$ cat src/rtl/mem_arbiter.sv
// Arbitrates instruction-fetch and data-access requests onto a single memory port
// with fixed read latency, one outstanding transaction at a time.
module mem_arbiter #(
  parameter int MEM_LAT = 2
) (
  input  logic        clk,
  input  logic        rst,
  input  logic        if_req,
  input  logic [15:0] if_addr,
  output logic [15:0] if_rdata,
  output logic        if_done,
  output logic        if_stall,
  input  logic        dm_en,
  input  logic        dm_wr,
  input  logic [15:0] dm_addr,
  input  logic [15:0] dm_wdata,
  output logic [15:0] dm_rdata,
  output logic        dm_done,
  output logic        dm_stall,
  output logic        mem_rd,
  output logic        mem_wr,
  output logic [15:0] mem_addr,
  output logic [15:0] mem_wdata,
  input  logic [15:0] mem_rdata,
  output logic        err
);

  typedef enum logic [1:0] {IDLE, BUSY_I, BUSY_D} state_t;

  state_t      state, stateNext;
  logic [2:0]  cnt, cntNext;
  logic        lastGntData, lastGntDataNext;
  logic        busyWr, busyWrNext;
  logic        errPend, errPendNext;
  logic        errData, errDataNext;

  logic        reqI, reqD;
  logic        grantI, grantD;
  logic        misalign;
  logic [15:0] gntAddr;
  logic        busyDone;

  always_ff @(posedge clk) begin
    if (rst) begin
      state       <= IDLE;
      cnt         <= '0;
      lastGntData <= 1'b0;
      busyWr      <= 1'b0;
      errPend     <= 1'b0;
      errData     <= 1'b0;
    end else begin
      state       <= stateNext;
      cnt         <= cntNext;
      lastGntData <= lastGntDataNext;
      busyWr      <= busyWrNext;
      errPend     <= errPendNext;
      errData     <= errDataNext;
    end
  end

  // A misaligned access stays in IDLE and completes next cycle from errPend;
  // its owner's still-held request is masked so the other side can be granted then.
  always_comb begin
    reqI     = if_req & ~(errPend & ~errData);
    reqD     = dm_en  & ~(errPend &  errData);
    grantD   = (state == IDLE) & ~rst & reqD & (~reqI | ~lastGntData);
    grantI   = (state == IDLE) & ~rst & reqI & ~grantD;
    gntAddr  = grantD ? dm_addr : if_addr;
    misalign = gntAddr[0];
    busyDone = (state != IDLE) & (cnt == 3'd0);

    stateNext       = state;
    cntNext         = cnt;
    lastGntDataNext = lastGntData;
    busyWrNext      = busyWr;
    errPendNext     = 1'b0;
    errDataNext     = errData;

    case (state)
      IDLE: begin
        if (grantI || grantD) begin
          lastGntDataNext = grantD;
          busyWrNext      = grantD & dm_wr;
          errDataNext     = grantD;
          if (misalign) begin
            errPendNext = 1'b1;
          end else begin
            stateNext = grantD ? BUSY_D : BUSY_I;
            cntNext   = 3'(MEM_LAT - 1);
          end
        end
      end
      BUSY_I, BUSY_D: begin
        if (cnt == 3'd0) begin
          stateNext = IDLE;
        end else begin
          cntNext = cnt - 3'd1;
        end
      end
      default: stateNext = IDLE;
    endcase
  end

  always_comb begin
    mem_rd    = (grantI | (grantD & ~dm_wr)) & ~misalign;
    mem_wr    = grantD & dm_wr & ~misalign;
    mem_addr  = (mem_rd | mem_wr) ? gntAddr : '0;
    mem_wdata = mem_wr ? dm_wdata : '0;

    if_done  = ~rst & ((busyDone & (state == BUSY_I)) | (errPend & ~errData));
    dm_done  = ~rst & ((busyDone & (state == BUSY_D)) | (errPend &  errData));
    err      = ~rst & errPend;

    if_rdata = (~rst & busyDone & (state == BUSY_I)) ? mem_rdata : '0;
    dm_rdata = (~rst & busyDone & (state == BUSY_D) & ~busyWr) ? mem_rdata : '0;

    if_stall = ~rst & if_req & ~if_done;
    dm_stall = ~rst & dm_en  & ~dm_done;
  end

endmodule

$ cat config.mk
export PLATFORM = sky130hd
export DESIGN_NAME = mem_arbiter
export DESIGN_NICKNAME = d
export VERILOG_FILES = /design/src/rtl/mem_arbiter.sv
export SDC_FILE = /design/constraint.sdc
export NUM_CORES = 1
export LEC_CHECK = 0
export ABC_AREA = 1
export ABC_CLOCK_PERIOD_IN_PS = 2740
export BUFFER_PORTS_ARGS = -buffer_cell sky130_fd_sc_hd__buf_2
export CORE_MARGIN = 1
export CORE_UTILIZATION = 33
export DETAILED_ROUTE_END_ITERATION = 12
export PLACE_DENSITY = 0.84
export SETUP_SLACK_MARGIN = 0.02
export SLEW_MARGIN = 10
export SYNTH_ARGS = -nofsm -noshare
export SYNTH_HDL_FRONTEND = slang
export SYNTH_SLANG_ARGS = --single-unit
$ cat constraint.sdc
create_clock -name clk -period 2.74 [get_ports clk]
set_input_delay 0.822 -clock clk [delete_from_list [all_inputs] [get_ports clk]]
set_output_delay 0.822 -clock clk [all_outputs]
set_load 0.01 [all_outputs]
-- Word-level counts from Yosys, hierarchy flattened
Cells that the tools add are included.
- input port bits: 69
- register bits after elaboration: 8
- word-level logic and storage cells: 82
- equality and inequality tests: 6
- reductions and logical operators: 10
- $add $sub $neg: 1
- bitwise logic cells: 45
- mux-type cells: 15
- operator list (cell ; count):
    2-to-1 mux 16 bit ; 5
    AND 1 bit ; 27
    NOT 1 bit ; 13
    2-to-1 mux 3 bit ; 3
    2-to-1 mux 2 bit ; 4
    != test 2 bit (second input constant) ; 3
    case mux 3 bit (2 select lines) ; 1
    OR 1 bit ; 5
    case mux 2 bit (2 select lines) ; 1
    AND reduction 4 bit ; 1
    nonzero test 2 bit ; 2
    logical NOT 3 bit ; 1
    AND reduction 3 bit ; 1
    OR reduction 3 bit ; 1
    subtractor 3 x 1 -> 3 bit (second input constant) ; 1
    equality test 2 x 1 -> 1 bit (second input constant) ; 1
    equality test 2 bit (second input constant) ; 1
    logical NOT 2 bit ; 1
    != test 2 x 1 -> 1 bit (second input constant) ; 1
    AND reduction 2 bit ; 1
    OR reduction 2 bit ; 1
    logical OR 1 bit ; 1
    2-to-1 mux 1 bit ; 1

-- Longest topological paths before layout
- word-level depth: 13
- gate-level depth with buffers: 12
- mapped depth without buffers: 11

-- Least setup slack after synthesis
No wires, ideal clock.
- path kind: input port to output port
- start: input if_req
- end: output mem_wdata[11]
- setup slack: 0.124 ns
- stages on the path: 8
- data required time: 1.918 ns
- data arrival time: 1.794 ns
- cell sequence: o21ai_1 nand2_4 inv_4 nand2_2 nor2_4 inv_2 buf_6 nor2_1
- longest elaborated chain between the ends: 8
- elaborated cells between the ends (all ways): 9
- those cells by class: mux: 2; bitwise: 7
- ends and longest elaborated chain (item ; line ; RTL):
    from (decl) ; 8 ; input logic if_req,
    AND 1 bit * ; 64 ; reqI = if_req & ~(errPend & ~errData);
    NOT 1 bit * ; 66 ; grantD = (state == IDLE) & ~rst & reqD & (~reqI | ~lastGntData);
    OR 1 bit * ; 66 ;
    AND 1 bit * ; 66 ;
    2-to-1 mux 16 bit ; 68 ; gntAddr = grantD ? dm_addr : if_addr;
    NOT 1 bit ; 106 ; mem_wr = grantD & dm_wr & ~misalign;
    AND 1 bit * ; 106 ;
    named net mem_wr ; 21 ; output logic mem_wr,
    2-to-1 mux 16 bit * ; 108 ; mem_wdata = mem_wr ? dm_wdata : '0;
    to (decl) ; 23 ; output logic [15:0] mem_wdata,
Mark *: on every way through the listed nets, which the timed path passes. The rest lies on a longest branch.

-- Final worst setup path
- start: input rst
- end: output mem_addr[1]
- longest elaborated chain between the ends: 10
- elaborated cells between the ends (all ways): 16
- those cells by class: mux: 2; bitwise: 14
- ends and longest elaborated chain (item ; line ; RTL):
    from (decl) ; 7 ; input logic rst,
    NOT 1 bit * ; 66, 67 ;
    AND 1 bit * ; 66, 67 ;
    AND 1 bit (2 in series) ; 66 ;
    NOT 1 bit ; 67 ; grantI = (state == IDLE) & ~rst & reqI & ~grantD;
    AND 1 bit ; 67 ;
    OR 1 bit ; 105 ; mem_rd = (grantI | (grantD & ~dm_wr)) & ~misalign;
    AND 1 bit ; 105 ;
    OR 1 bit ; 107 ; mem_addr = (mem_rd | mem_wr) ? gntAddr : '0;
    2-to-1 mux 16 bit * ; 107 ;
    to (decl) ; 22 ; output logic [15:0] mem_addr,
Every way passes the cells marked *; elsewhere a longest branch is shown, timed or not.

==> results.cfg <==
[outcome]
status = complete, but fails checks
violations = DRC

[pwr]
combPwrFrac = 0.746
p_int_uw = 545
fin_total_pwr_uw = 1070
p_sw_frac = 0.492
cellLeakagePower_uw = 0.00144
vdd_drop_max_uv = 423
clkPwrFrac = 0.084
p_per_area_nw_per_um2 = 513
pwr-share-seq = 0.170
p_switching_uw = 527

[synthesis]
synthesis.nets = 299
synth_top_cell_area_share = 0.188
netlist_area_um2 = 1160
synth_top_area_cell = nor2_1
postSynthCellCount = 225
synthTopCellsByCount = 58 x nor2_1, 48 x nand2_1, 47 x inv_1
synth_edf_count = 0
seq_area_frac_synth = 0.138
ys.flop_type = dfxtp_1
ys_types = 25
synth-seq-cells = 8
yosysWarnings = 0
synth_area_leaders = nor2_1 19%, nand2_1 16%, inv_1 15%
synthMostInstantiatedCell = nor2_1
ys_async_sr_fraction = 0
avgSynthCellArea_um2 = 5.16

[final_layout]
layout.nets = 449
stdcell_area_um2 = 2090
drive_gt1_frac = 0.477
finish.utilization = 0.621
diodes = 0
syn_to_final_growth_pct = 79.8

[floorplan]
start_util = 0.345
core-area_um2 = 3360
core.rowCount = 21
pin_count = 140
die_y_um = 61.3
die-area_um2 = 3760
die_w_um = 61.3

[worst_setup_path]
critPathArrivalTime_ps = 1920
reg2reg_to = cnt[0]
r2r_slack_ps = 1090
critPathKind = in -> out
cp-end-kind = output pin
r2r-start = state[0]
setup.worst_path.start_class = primary input
reg2reg_depth = 12
critPathMaxFanout = 8
worstPathRequired_ps = 1920

[timing]
slew_violations = 0
rsz0062_at_grt = yes
finalCritPeriodShare = 0.999
setup_viol = 0
hold_viol = 0
period_minus_slack_ps = 2740
fmax_ghz = 0.365
finalSetupTns_ps = 0
clock_skew_ps = 6.75

[clocking]
cts_max_level = 1
clkLatencyLatePin_ps = 250
clk_pin_slew_ps = 60
clock_sinks = 8
cts_buffer_depth = 2
cts_tree = done
cts_made_buffers = 3
root_buffer = clkbuf_4

[place]
place_area_um2 = 1940
hpwlAfterDp_um = 3140
place_congestion = 0.765
port-buffer-count = 138

[drt]
wl_um = 3990
drtIter0Drc = 41
vias_per_cell = 4.32
ant_nets = 0
route.detailed.drc = 2
num_vias = 1808
routedWlPerCell_um = 9.52
firstDrtPassIters = 8

[run]
maxCapViolations = 0

[min_path]
min_from = busyWr
min_path_type = reg -> reg
whs_path_depth = 2
hold_end = busyWr

[global_route]
grt_overflow = 0
grt_usage = 0.177
grt_pass1_wl_um = 5110
grt_max_degree = 19
grt_pass1_vias = 1317
antenna_found_initial = 0
==> per-layer routing <==
| layer | routed length, µm | global-route usage | up-vias |
|---|---|---|---|
| li1 | - | - | 959 |
| met1 | 1560 | 0.177 | 773 |
| met2 | 2130 | 0.359 | 72 |
| met3 | 264 | 0.0315 | 4 |
| met4 | 40 | 0.0617 | 0 |
| met5 | 0 | 0 | - |
==> area by class of cell <==
type | instances | area [µm²]
Clock buffer | 3 | 22.5
Sequential cell | 8 | 160
Timing Repair Buffer | 152 | 836
Multi-Input combinational cell | 158 | 800
Timing Repair inverter | 1 | 6.26
Fill cell | 313 | 1270
Inverter | 51 | 206
Tap cell | 46 | 57.6
==> kinds of logic (layout without fill, tap and decap cells) <==
| kind of cell | Yosys count | after routing | share of synthesized area |
|---|---|---|---|
| AO/OA/AOI/OAI | 27 | 27 | 0.124 |
| adder cells (fa/ha/maj) | 5 | 5 | 0.0539 |
| buffers and inverters | 59 | 207 | 0.220 |
| flip-flops | 8 | 8 | 0.138 |
| other | 1 | 1 | 0.00323 |
| AND/OR/NAND/NOR | 125 | 125 | 0.461 |
==> worst max-delay path: stages <==
cell and delay, ps:
buf_8 110, inv_8 50, nand2_4 40, nor2_4 120
nand2_4 90, inv_4 70, buf_4 130, buf_12 110
nand2_1 50, a21oi_1 160, buf_2 160
==> worst max path at each step <==
stage / endpoint / start / cells past startpoint / slack [ps]
6_report: mem_addr[1] / rst / 11 / 1
3_5_place_dp: mem_addr[1] / if_req / 7 / -100
5_1_grt: mem_addr[7] / rst / 11 / -60
4_1_cts: mem_addr[1] / rst / 9 / 30
2_1_floorplan: mem_wdata[11] / if_req / 8 / 120
3_3_place_gp: mem_addr[12] / if_req / 7 / 4
==> through the flow <==
step / hold WS [ps] / setup slack [ps] / instances
global route: 503 / -61.9 / 419
floorplan: 444 / 124 / 225
CTS: 490 / 29.4 / 414
detailed placement: 482 / -99.9 / 411
finish: 486 / 1.47 / 419
global placement: 472 / 4.38 / 411
==> power by group through the flow <==
stage | sequential, µW | clock [µW] | combinational [µW]
after global routing | 189 | 100 | 904
after global placement | 181 | 0 | 693
after CTS | 182 | 93.9 | 722
final | 182 | 90.1 | 800
after floorplan | 177 | 0 | 497
after detailed placement | 183 | 0 | 706
==> placed cells by master (no fill, tap or decap), types with 3 or more instances in the layout <==
cell / instances
a21oi_1: 17
a21oi_2: 3
buf_2: 137
buf_4: 12
clkbuf_4: 3
dfxtp_1: 8
ha_1: 4
inv_1: 47
nand2_1: 47
nand2_4: 3
nand3_1: 5
nand3_2: 3
nor2_1: 58
o21ai_0: 3
==> registers in the layout (all words and copies together) (netlist names) <==
name	cells
cnt	3
state	2
busyWr	1
errData	1
errPend	1
==> timing repair <==
action	CTS	global route
setup buffers	0	3
gates cloned	0	2
gates resized for setup	4	17
endpoints found under the setup margin	30	32
hold buffers	0	0
pin swaps	0	9
(Power assumes the default switching activity.)
